### src/rtl/tm1638_pkg.sv
// Shared definitions for the TM1638 device-side responder.
// Holds the command-class codes carried in bits [7:6] of the first byte of
// a frame, the data-command flag positions, the display RAM geometry and
// the frame FSM state encoding.
package tm1638_pkg;

    // Command class, taken from bits [7:6] of the first byte in a frame
    localparam logic [1:0] DATA = 2'b01;
    localparam logic [1:0] DISP = 2'b10;
    localparam logic [1:0] ADDR = 2'b11;

    // Flag positions inside a data command
    localparam int RD_BIT  = 1;
    localparam int FIX_BIT = 2;

    // Display RAM geometry
    localparam int RAM_DEPTH = 16;
    localparam int RAM_AW    = $clog2(RAM_DEPTH);

    typedef enum logic [2:0] {
        IDLE,
        CMD,
        WR,
        RD,
        SKIP
    } state_t;

    function automatic logic [1:0] cmd_class(input logic [7:0] cmd_byte);
        return cmd_byte[7:6];
    endfunction

endpackage

### src/rtl/tm1638_responder_if.sv
// Three-wire TM1638 link (STB / CLK / DIO) as seen at the board pins.
// DIO is split into the pad input and the device drive value plus enable,
// so the bidirectional pad buffer lives outside this block.
//   STB_i    - host strobe, active low
//   SCLK_i   - host serial clock, idles high
//   DIO_i    - DIO pad value seen by the device
//   DIO_o    - value the device drives onto DIO
//   DIO_OE_o - device output enable for DIO
// Modports: master = host side, slave = device side.
interface tm1638_responder_if;

    logic STB_i;
    logic SCLK_i;
    logic DIO_i;
    logic DIO_o;
    logic DIO_OE_o;

    modport master (
        output STB_i,
        output SCLK_i,
        output DIO_i,
        input  DIO_o,
        input  DIO_OE_o
    );

    modport slave (
        input  STB_i,
        input  SCLK_i,
        input  DIO_i,
        output DIO_o,
        output DIO_OE_o
    );

endinterface

### src/rtl/tm1638_edge_sync.sv
// Input conditioning for the TM1638 link.
// STB, SCLK and DIO share one multi-stage synchronizer chain; STB and SCLK
// then go through an edge detector that compares the synced value with a
// one-cycle delayed copy.
//   clk, rst_n, en         - system clock, async active-low reset, clock enable
//   stb_pad/sclk_pad/dio_pad - raw pad inputs
//   stb, dio               - synced levels
//   stb_fall               - synced STB falling edge (frame start)
//   sclk_rise, sclk_fall   - synced SCLK edges
module tm1638_edge_sync #(
    parameter int C_SYNC_STAGES = 2
) (
    input  logic clk,
    input  logic rst_n,
    input  logic en,
    input  logic stb_pad,
    input  logic sclk_pad,
    input  logic dio_pad,
    output logic stb,
    output logic stb_fall,
    output logic sclk_rise,
    output logic sclk_fall,
    output logic dio
);

    // Fewer than two stages is not a safe synchronizer, so clamp upwards
    localparam int STAGES = (C_SYNC_STAGES < 2) ? 2 : C_SYNC_STAGES;

    // Element [0] of each stage is STB, [1] is SCLK, [2] is DIO
    logic [STAGES-1:0][2:0] chain;
    logic [2:0]             synced;
    logic                   stb_d;
    logic                   sclk_d;

    assign synced = chain[STAGES-1];

    // Everything resets low. A low synced STB after reset means a frame that
    // was already running when reset hit never produces a falling edge, so it
    // is ignored until the host raises and lowers STB again.
    always_ff @(posedge clk or negedge rst_n) begin
        if (!rst_n) begin
            chain  <= '0;
            stb_d  <= 1'b0;
            sclk_d <= 1'b0;
        end else if (en) begin
            chain  <= {chain[STAGES-2:0], {dio_pad, sclk_pad, stb_pad}};
            stb_d  <= synced[0];
            sclk_d <= synced[1];
        end
    end

    assign stb       = synced[0];
    assign stb_fall  = ~synced[0] & stb_d;
    assign sclk_rise = synced[1] & ~sclk_d;
    assign sclk_fall = ~synced[1] & sclk_d;
    assign dio       = synced[2];

endmodule

### src/rtl/tm1638_responder.sv
// Device-side model of a TM1638 LED/key board.
// Receives host commands and display data over the STB/CLK/DIO link into a
// 16-byte display RAM plus display-control register, and answers key-read
// commands by shifting four key bytes out on DIO, LSB first.
//   CK_i       - system clock
//   XARST_i    - asynchronous active-low reset
//   EN_CK_i    - clock enable, all state holds while low
//   link       - STB/CLK/DIO link, device side
//   KEY_i      - key matrix, byte n returned as read byte n
//   DISP_RAM_o - display RAM, address a at bits [8a+7:8a]
//   DISP_ON_o  - display enable from the display-control command
//   BRIGHT_o   - brightness from the display-control command
//   WR_STB_o   - one-cycle pulse per RAM byte written
//   WR_ADR_o   - address of the last RAM write
//   WR_DAT_o   - data of the last RAM write
module tm1638_responder
    import tm1638_pkg::*;
#(
    parameter int C_SYNC_STAGES = 2
) (
    input  logic                        CK_i,
    input  logic                        XARST_i,
    input  logic                        EN_CK_i,
    tm1638_responder_if.slave           link,
    input  logic [31:0]                 KEY_i,
    output logic [RAM_DEPTH*8-1:0]      DISP_RAM_o,
    output logic                        DISP_ON_o,
    output logic [2:0]                  BRIGHT_o,
    output logic                        WR_STB_o,
    output logic [RAM_AW-1:0]           WR_ADR_o,
    output logic [7:0]                  WR_DAT_o
);

    logic stb;
    logic stb_fall;
    logic sclk_rise;
    logic sclk_fall;
    logic dio;

    state_t state;
    state_t state_next;

    logic [2:0]                  bit_cnt;
    logic [7:0]                  shift_reg;
    logic [7:0]                  rx_byte;
    logic                        byte_done;

    logic                        do_data;
    logic                        do_disp;
    logic                        do_addr;
    logic                        do_write;

    logic [RAM_AW-1:0]           ptr;
    logic                        fixed_mode;
    logic [RAM_DEPTH-1:0][7:0]   ram;
    logic                        disp_on;
    logic [2:0]                  bright;
    logic                        wr_stb;
    logic [RAM_AW-1:0]           wr_adr;
    logic [7:0]                  wr_dat;

    logic [31:0]                 key_sh;
    logic                        dio_q;
    logic                        oe_q;

    tm1638_edge_sync #(
        .C_SYNC_STAGES (C_SYNC_STAGES)
    ) u_edge_sync (
        .clk       (CK_i),
        .rst_n     (XARST_i),
        .en        (EN_CK_i),
        .stb_pad   (link.STB_i),
        .sclk_pad  (link.SCLK_i),
        .dio_pad   (link.DIO_i),
        .stb       (stb),
        .stb_fall  (stb_fall),
        .sclk_rise (sclk_rise),
        .sclk_fall (sclk_fall),
        .dio       (dio)
    );

    // Bits arrive LSB first and enter at the top, so on the 8th rise the
    // incoming bit plus the upper seven shifted bits form the whole byte.
    assign rx_byte   = {dio, shift_reg[7:1]};
    assign byte_done = sclk_rise && (bit_cnt == 3'd7);

    // State register
    always_ff @(posedge CK_i or negedge XARST_i) begin
        if (!XARST_i) begin
            state <= IDLE;
        end else if (EN_CK_i) begin
            state <= state_next;
        end
    end

    // Next-state decode. STB high overrides everything, which also makes a
    // STB rise win over an SCLK rise seen in the same cycle.
    always_comb begin
        state_next = state;
        do_data    = 1'b0;
        do_disp    = 1'b0;
        do_addr    = 1'b0;
        do_write   = 1'b0;
        if (stb) begin
            state_next = IDLE;
        end else begin
            case (state)
                IDLE: begin
                    if (stb_fall) begin
                        state_next = CMD;
                    end
                end
                CMD: begin
                    if (byte_done) begin
                        case (cmd_class(rx_byte))
                            DATA: begin
                                do_data    = 1'b1;
                                state_next = rx_byte[RD_BIT] ? RD : SKIP;
                            end
                            DISP: begin
                                do_disp    = 1'b1;
                                state_next = SKIP;
                            end
                            ADDR: begin
                                do_addr    = 1'b1;
                                state_next = WR;
                            end
                            default: begin
                                state_next = SKIP;
                            end
                        endcase
                    end
                end
                WR: begin
                    if (byte_done) begin
                        do_write = 1'b1;
                    end
                end
                RD, SKIP: begin
                    state_next = state;
                end
                default: begin
                    state_next = IDLE;
                end
            endcase
        end
    end

    // Byte assembly. The counter is held at zero outside a frame so a
    // partial byte cut off by STB never leaks into the next frame.
    always_ff @(posedge CK_i or negedge XARST_i) begin
        if (!XARST_i) begin
            bit_cnt   <= 3'd0;
            shift_reg <= 8'd0;
        end else if (EN_CK_i) begin
            if (stb || state == IDLE) begin
                bit_cnt <= 3'd0;
            end else if ((state == CMD || state == WR) && sclk_rise) begin
                shift_reg <= rx_byte;
                bit_cnt   <= bit_cnt + 3'd1;
            end
        end
    end

    // Command side effects: addressing mode, display control and the RAM
    // pointer. Fixed mode persists across frames until the next data command.
    always_ff @(posedge CK_i or negedge XARST_i) begin
        if (!XARST_i) begin
            fixed_mode <= 1'b0;
            disp_on    <= 1'b0;
            bright     <= 3'd0;
            ptr        <= '0;
        end else if (EN_CK_i) begin
            if (do_data) begin
                fixed_mode <= rx_byte[FIX_BIT];
            end
            if (do_disp) begin
                disp_on <= rx_byte[3];
                bright  <= rx_byte[2:0];
            end
            if (do_addr) begin
                ptr <= rx_byte[RAM_AW-1:0];
            end else if (do_write && !fixed_mode) begin
                ptr <= ptr + 1'b1;
            end
        end
    end

    // Display RAM and the write notification, registered together so the
    // strobe, address and data are valid in the same cycle.
    always_ff @(posedge CK_i or negedge XARST_i) begin
        if (!XARST_i) begin
            ram    <= '0;
            wr_stb <= 1'b0;
            wr_adr <= '0;
            wr_dat <= 8'd0;
        end else if (EN_CK_i) begin
            wr_stb <= do_write;
            if (do_write) begin
                ram[ptr] <= rx_byte;
                wr_adr   <= ptr;
                wr_dat   <= rx_byte;
            end
        end
    end

    // Key readback. Keys are captured when the read command completes and
    // shifted out one bit per SCLK fall. Zeros are shifted in behind, so once
    // all 32 bits are out DIO keeps driving 0 until STB rises.
    always_ff @(posedge CK_i or negedge XARST_i) begin
        if (!XARST_i) begin
            key_sh <= 32'd0;
            dio_q  <= 1'b0;
            oe_q   <= 1'b0;
        end else if (EN_CK_i) begin
            if (stb) begin
                dio_q <= 1'b0;
                oe_q  <= 1'b0;
            end else if (do_data && rx_byte[RD_BIT]) begin
                key_sh <= KEY_i;
            end else if (state == RD && sclk_fall) begin
                oe_q   <= 1'b1;
                dio_q  <= key_sh[0];
                key_sh <= {1'b0, key_sh[31:1]};
            end
        end
    end

    // The enable is gated by the synced STB level so the pad is released in
    // the same cycle STB high is seen, not one cycle later.
    assign link.DIO_OE_o = oe_q & ~stb;
    assign link.DIO_o    = dio_q;

    assign DISP_RAM_o = ram;
    assign DISP_ON_o  = disp_on;
    assign BRIGHT_o   = bright;
    assign WR_STB_o   = wr_stb;
    assign WR_ADR_o   = wr_adr;
    assign WR_DAT_o   = wr_dat;

endmodule

### src/flat_wrapper.sv
// flat-port wrapper written by rule: the top's interface ports become plain ports
module tm1638_responder_flat import tm1638_pkg::*;
#(
    parameter int C_SYNC_STAGES = 2
)
  (CK_i, XARST_i, EN_CK_i, KEY_i, DISP_RAM_o, DISP_ON_o, BRIGHT_o, WR_STB_o, WR_ADR_o, WR_DAT_o, link_STB_i, link_SCLK_i, link_DIO_i, link_DIO_o, link_DIO_OE_o);
  tm1638_responder_if link_i ();
  input  logic CK_i;
  input  logic XARST_i;
  input  logic EN_CK_i;
  input  logic [31:0] KEY_i;
  output logic [RAM_DEPTH*8-1:0] DISP_RAM_o;
  output logic DISP_ON_o;
  output logic [2:0] BRIGHT_o;
  output logic WR_STB_o;
  output logic [RAM_AW-1:0] WR_ADR_o;
  output logic [7:0] WR_DAT_o;
  input wire logic [$bits(link_i.STB_i)-1:0] link_STB_i;
  input wire logic [$bits(link_i.SCLK_i)-1:0] link_SCLK_i;
  input wire logic [$bits(link_i.DIO_i)-1:0] link_DIO_i;
  output wire logic [$bits(link_i.DIO_o)-1:0] link_DIO_o;
  output wire logic [$bits(link_i.DIO_OE_o)-1:0] link_DIO_OE_o;
  assign link_i.STB_i = link_STB_i;
  assign link_i.SCLK_i = link_SCLK_i;
  assign link_i.DIO_i = link_DIO_i;
  assign link_DIO_o = link_i.DIO_o;
  assign link_DIO_OE_o = link_i.DIO_OE_o;
  tm1638_responder #(.C_SYNC_STAGES(C_SYNC_STAGES)) u_core (.CK_i(CK_i), .XARST_i(XARST_i), .EN_CK_i(EN_CK_i), .link(link_i), .KEY_i(KEY_i), .DISP_RAM_o(DISP_RAM_o), .DISP_ON_o(DISP_ON_o), .BRIGHT_o(BRIGHT_o), .WR_STB_o(WR_STB_o), .WR_ADR_o(WR_ADR_o), .WR_DAT_o(WR_DAT_o));
endmodule
### config.mk
export PLATFORM = sky130hd
export DESIGN_NAME = tm1638_responder_flat
export DESIGN_NICKNAME = d
export VERILOG_FILES = /design/src/rtl/tm1638_pkg.sv /design/src/rtl/tm1638_responder_if.sv /design/src/rtl/tm1638_edge_sync.sv /design/src/rtl/tm1638_responder.sv /design/src/flat_wrapper.sv
export SDC_FILE = /design/constraint.sdc
export NUM_CORES = 1
export LEC_CHECK = 0
export ABC_CLOCK_PERIOD_IN_PS = 2400
export CORE_ASPECT_RATIO = 0.75
export CORE_MARGIN = 8
export CORE_UTILIZATION = 33
export CTS_BUF_LIST = sky130_fd_sc_hd__clkbuf_4
export CTS_CLUSTER_SIZE = 28
export DETAILED_ROUTE_END_ITERATION = 8
export DONT_BUFFER_PORTS = 1
export SYNTH_ARGS = -nofsm -noshare
export SYNTH_HDL_FRONTEND = slang
export SYNTH_HIERARCHICAL = 1
export SYNTH_SLANG_ARGS = --single-unit
### constraint.sdc
create_clock -name CK_i -period 2.4 [get_ports CK_i]
set_input_delay 0.36 -clock CK_i [delete_from_list [all_inputs] [get_ports CK_i]]
set_output_delay 0.36 -clock CK_i [all_outputs]
set_load 0.01 [all_outputs]
# == After elaboration in Yosys (flattened, before gate mapping) ==
# Index checks and enable logic that the tools add are counted.
# totals
regBits,206
latch_bits,0
ram_bits,0
mem_bits_ro,0
in_bits,38
output_inout_bits,147
elab_cells,117
memories,0
# op_classes
addsub,2
n_mul,0
div,0
n_lt_le_gt_ge,2
n_eq_ne,12
shift,0
n_mux,36
bitwise,8
reduce_logical,24
# ops
cell,n
128-bit bitwise mux,1
32-bit 2-to-1 mux,2
8-bit demux with 4-bit select,1
1-bit 2-to-1 mux,21
3-bit 2-to-1 mux,6
2-bit AND reduction,5
3-bit one-hot mux with 3 select lines,1
3-bit AND reduction,3
4-bit 2-to-1 mux,2
8-bit 2-to-1 mux,1
2-bit nonzero test,4
3-bit by 2-bit == test with 1-bit output (second input constant),2
3-bit == test (second input constant),2
1-bit logical AND,6
3-bit by 2-bit inequality test with 1-bit output (second input constant),2
3-bit one-hot mux with 2 select lines,1
4-bit by 5-bit < comparator with 1-bit output (second input constant),1
4-bit by 1-bit adder with 4-bit output (second input constant),1
1-bit AND,4
2-bit == test (second input constant),2
4-bit by 1-bit greater-or-equal comparator with 1-bit output (second input constant),1
1-bit inverter,4
4-bit AND reduction,1
3-bit by 1-bit adder with 3-bit output (second input constant),1
8 further kinds,9

# == Depth between registers and ports, before layout ==
# logic_depth
word_depth,9
depth_mapped,8
depth_no_buf,6

# == By module ==
# The synthesis kept the hierarchy.
# by_module_without_submodules
mod,instances,cells_each,area_per_inst_um2,seq_area_each_um2
tm1638_responder,1,609,8072.7,4929.7
tm1638_edge_sync,1,20,350.3,200.2

# == Worst setup path after synthesis ==
# No wires, ideal clock.
# synth_path
kind,reg-to-reg
startpoint,register u_core.u_edge_sync.chain (netlist bit u_core/u_edge_sync/synced[1])
endpoint,register u_core.ram (netlist bit u_core/DISP_RAM_o[100])
arrival_ps,2020
setup_slack_ps,255
stages_incl_launch_ff,7
path_buffers,1
period_less_slack_ps,2145
path_cell_list,dfrtp_1 > nor2b_1 > nand4b_1 > or2_2 > buf_2 > nor2_4 > mux2_2
# synth_between
elab_chain_cells,6
# synth_lines
item,line_no,source
start: declaration,tm1638_edge_sync.sv:30,logic [STAGES-1:0][2:0] chain;
start signal: assignment,tm1638_edge_sync.sv:46,"chain <= {chain[STAGES-2:0], {dio_pad, sclk_pad, stb_pad}};"
1-bit AND,tm1638_edge_sync.sv:54,assign sclk_rise = synced[1] & ~sclk_d;
net u_core.sclk_rise,tm1638_responder.sv:36,logic sclk_rise;
1-bit logical AND,tm1638_responder.sv:85,assign byte_done = sclk_rise && (bit_cnt == 3'd7);
1-bit 2-to-1 mux,tm1638_responder.sv:135,if (byte_done) begin
1-bit 2-to-1 mux,tm1638_responder.sv:107,case (state)
1-bit 2-to-1 mux,tm1638_responder.sv:104,if (stb) begin
2-bit AND reduction (no source line),n/a,
end signal: indexed assignment,tm1638_responder.sv:200,ram[ptr] <= rx_byte;
end: declaration,tm1638_responder.sv:55,logic [RAM_DEPTH-1:0][7:0] ram;
# The timed path passes the listed nets, and every way through them passes these cells.
# A chain may end at the register's enable or synchronous reset.

# == Worst setup path in the final report ==
# layout_path
startpoint,register u_core.bit_cnt[0]
endpoint,register u_core.ram (netlist bit u_core/DISP_RAM_o[4])
# layout_between
elab_chain_cells,6
# layout_lines
item,line_no,source
start: declaration,tm1638_responder.sv:43,logic [2:0] bit_cnt;
start signal: assignment,tm1638_responder.sv:160,bit_cnt <= bit_cnt + 3'd1;
3-bit == test,tm1638_responder.sv:85,
1-bit logical AND,tm1638_responder.sv:85,
1-bit 2-to-1 mux,tm1638_responder.sv:135,
1-bit 2-to-1 mux,tm1638_responder.sv:107,
1-bit 2-to-1 mux,tm1638_responder.sv:104,
2-bit AND reduction (no source line),n/a,
# No other way between the ends.

==> run_results.csv <==
group,metric,value,unit
logic_synthesis,syn_area_per_cell,13.4,um2
power,powerDensity,702,mW/mm2
clock_tree,numCtsBuffers,54,
global_route,grt_pass1_wl,35400,um
clock_tree,clockBufferDepth,3,
logic_synthesis,synth.area.top_cells,"dfrtp_1 61%, mux2_2 18%, nand2_1 3.3%",
logic_synthesis,synth_area_leader_cell,"dfrtp_1",
setup_path,critical_path.top_delay_family,"simple AND/OR/NAND/NOR gates",
route,routed_wl,23100,um
logic_synthesis,synth_commonest_cells,"205 x dfrtp_1, 135 x mux2_2, 75 x nand2_1",
route,postRouteAntennaNets,0,
timing,fmax,436,MHz
cells_and_area,fillerInstances,2358,
placement,detailedPlace.worstSlack,-165,ps
setup_path,path_class,"reg2reg",
setup_path,cp.arrival,2810,ps
placement,place_inst,947,
clock_tree,htreeDepth,2,
clock_tree,cts_tree,"done",
setup_path,critPathBufInv,2,
timing,worst_hold_slack,-579,ps
status,violations,"hold timing",
logic_synthesis,synth_nets,673,
global_route,antenna_found_initial,1,
cells_and_area,nets,747,
die,std_cell_rows,50,
logic_synthesis,ys_types,47,
route,wl_met1,9920,um
global_route,grt_pass1_vias,5737,
die,start_util,0.337,
logic_synthesis,ys_warn_count,6,
timing,skew,46.8,ps
placement,hpwlAfterDp,15300,um
timing,period_minus_slack,2290,ps
cells_and_area,fin_area,0.00991,mm2
placement,io_buffer_count,0,
setup_path,cp.required,2920,ps
cells_and_area,final_cells,1074,
power,finalPower,6960,uW
global_route,grt.overflow.total,0,
timing,fin_ws,109,ps
clock_tree,cts_sinks,205,
setup_path,startpoint_type,"register",
cells_and_area,area_growth,17.6,%
timing,setup_viol,0,
clock_tree,clockRootBuffer,"clkbuf_4",
logic_synthesis,async_flop_share,1.00,
cells_and_area,largest_reg_flops,128,
logic_synthesis,ys_ff_latch,205,
route,num_vias,5489,
route,wl_met3,2880,um
logic_synthesis,synth_area,0.00842,mm2
global_route,grt_max_degree,206,
setup_path,slowest_delay,400,ps
clock_tree,clk_pin_slew,70,ps
route,drt_iter0_markers,289,
timing,tightest_slew,1020,ps
cells_and_area,seqCellArea,0.00513,mm2
clock_tree,clock_latency,660,ps
die,die_w,200,um
route,post-route-drc-count,0,
power,power.leakage,0.00497,uW
setup_path,timing.rr.start,"u_core/bit_cnt[0]",
timing,hold_viol,205,
die,ios,185,
die,core_area,0.0250,mm2
timing,maxSlewHeadroom,0.320,
setup_path,slowest_stage,"mux2_1",
die,fp.dieH,154,um
global_route,grt_usage,0.145,
timing,post-route-period-util,0.955,
min_path,hp-class,"in2async",
logic_synthesis,yosysTopAreaCellShare,0.609,
status,status,"finished, violations left",
route,first_pass_iters,5,
clock_tree,hold_buffers,36,
placement,placed_area,0.00883,mm2
route,routedWlPerCell,21.5,um
logic_synthesis,syn_inst,629,
logic_synthesis,synth.yosys.seq_area_share,0.609,
setup_path,cp_max_fo,8,
route,dr.max_layer_used,"met4",
timing,slew_viol_final,0,
logic_synthesis,ys.flop_type,"dfrtp_1",
placement,globalplace.congestion,0.813,
setup_path,end_kind,"register",
route,route.met2.wl,9890,um
die,die_area,0.0309,mm2
logic_synthesis,yosysMostFrequentCell,"dfrtp_1",
run,maxCapViolations,0,
power,ir_drop,0.327,mV
logic_synthesis,synth_edf_count,0,
timing,rsz0062_at_grt,"false",
cells_and_area,layout-drive-gt1-share,0.356,
setup_path,startpoint,"u_core/bit_cnt[0]",
route,via_per_inst,5.11,
cells_and_area,multi_input_area,0.00310,mm2
setup_path,cp_cell_sequence,"ha_1, ha_1, nand4b_1, buf_4, nor4_2, buf_4, nand2_1, mux2_1",
## path summary, 6_finish.rpt
kind | slack, ps | depth (start not counted) | endpoint
max in group asynchronous | 2660 | 0 | u_core/key_sh[28]
max | 110 | 8 | u_core/DISP_RAM_o[4]
min | -580 | 0 | u_core/DISP_RAM_o[113]
min reg2reg | 510 | 1 | u_core/u_edge_sync/stb_d
min in group CK_i | 70 | 2 | u_core/bit_cnt[1]
max reg2reg | 110 | 8 | u_core/DISP_RAM_o[4]
## metrics by stage
stage,TNS [ps],util
final,0,0.396
after global routing,0,0.396
after CTS,0,0.396
after detailed placement,-4430,0.353
after global placement,-3400,0.353
after floorplan,0,-
## cell families (layout without fill, tap and decap cells)
| group | Yosys count | in the layout | synth area share |
|---|---|---|---|
| adder cells (fa/ha/maj) | 7 | 7 | 0.0101 |
| multiplexers | 151 | 151 | 0.205 |
| flip-flops | 205 | 205 | 0.609 |
| buffers and inverters | 51 | 157 | 0.0241 |
| other | 0 | 1 | 0 |
| XOR/XNOR | 1 | 1 | 0.00104 |
| AO/OA/AOI/OAI | 90 | 90 | 0.0719 |
| AND/OR/NAND/NOR | 124 | 124 | 0.0786 |
## metal layers
metal	vias to the layer above	GRT usage
li1	2418	-
met1	2805	0.187
met2	226	0.208
met3	40	0.0760
met4	0	0.0465
met5	-	0
## area by class of cell
class	count	area share
Sequential cell	205	0.518
Tap cell	338	0.0427
Clock buffer	79	0.0599
Inverter	11	0.00417
Timing Repair Buffer	58	0.0531
Antenna cell	1	0.000253
Clock inverter	9	0.00897
Multi-Input combinational cell	373	0.313
## power breakdown
part,total (uW),internal [uW],switching [uW]
logic,300,145,156
registers,3590,3500,92.4
clock network,3070,1700,1370
total,6960,5340,1620
## placed cells by master, fill, tap and decap left out, drive strengths merged, types with 2 or more instances in the layout
cell and instances:
nand3 6, nor4 3, inv 11, and3 2
nor2 7, o21ai 39, and4b 3, and2 2
a2bb2oi 31, o22ai 2, mux2 150, nor2b 4
dlygate4sd3 36, nand4b 2, nor3 2, a21oi 5
a31oi 4, dfrtp 205, clkbuf 79, bufinv 2
o22a 2, ha 6, clkinv 7, buf 22
nand2 79, nand4 3, nor3b 2, a22o 2
nand3b 3, or2 2
## what timing repair did
item / in CTS / in global routing
buffers inserted: 2 / 0
setup endpoints to repair: 37 / 8
pin swaps: 1 / 0
endpoints found under the hold margin: 251 / 205
resized for setup: 1 / 1
cloned: 0 / 0
(Power assumes the default switching activity.)
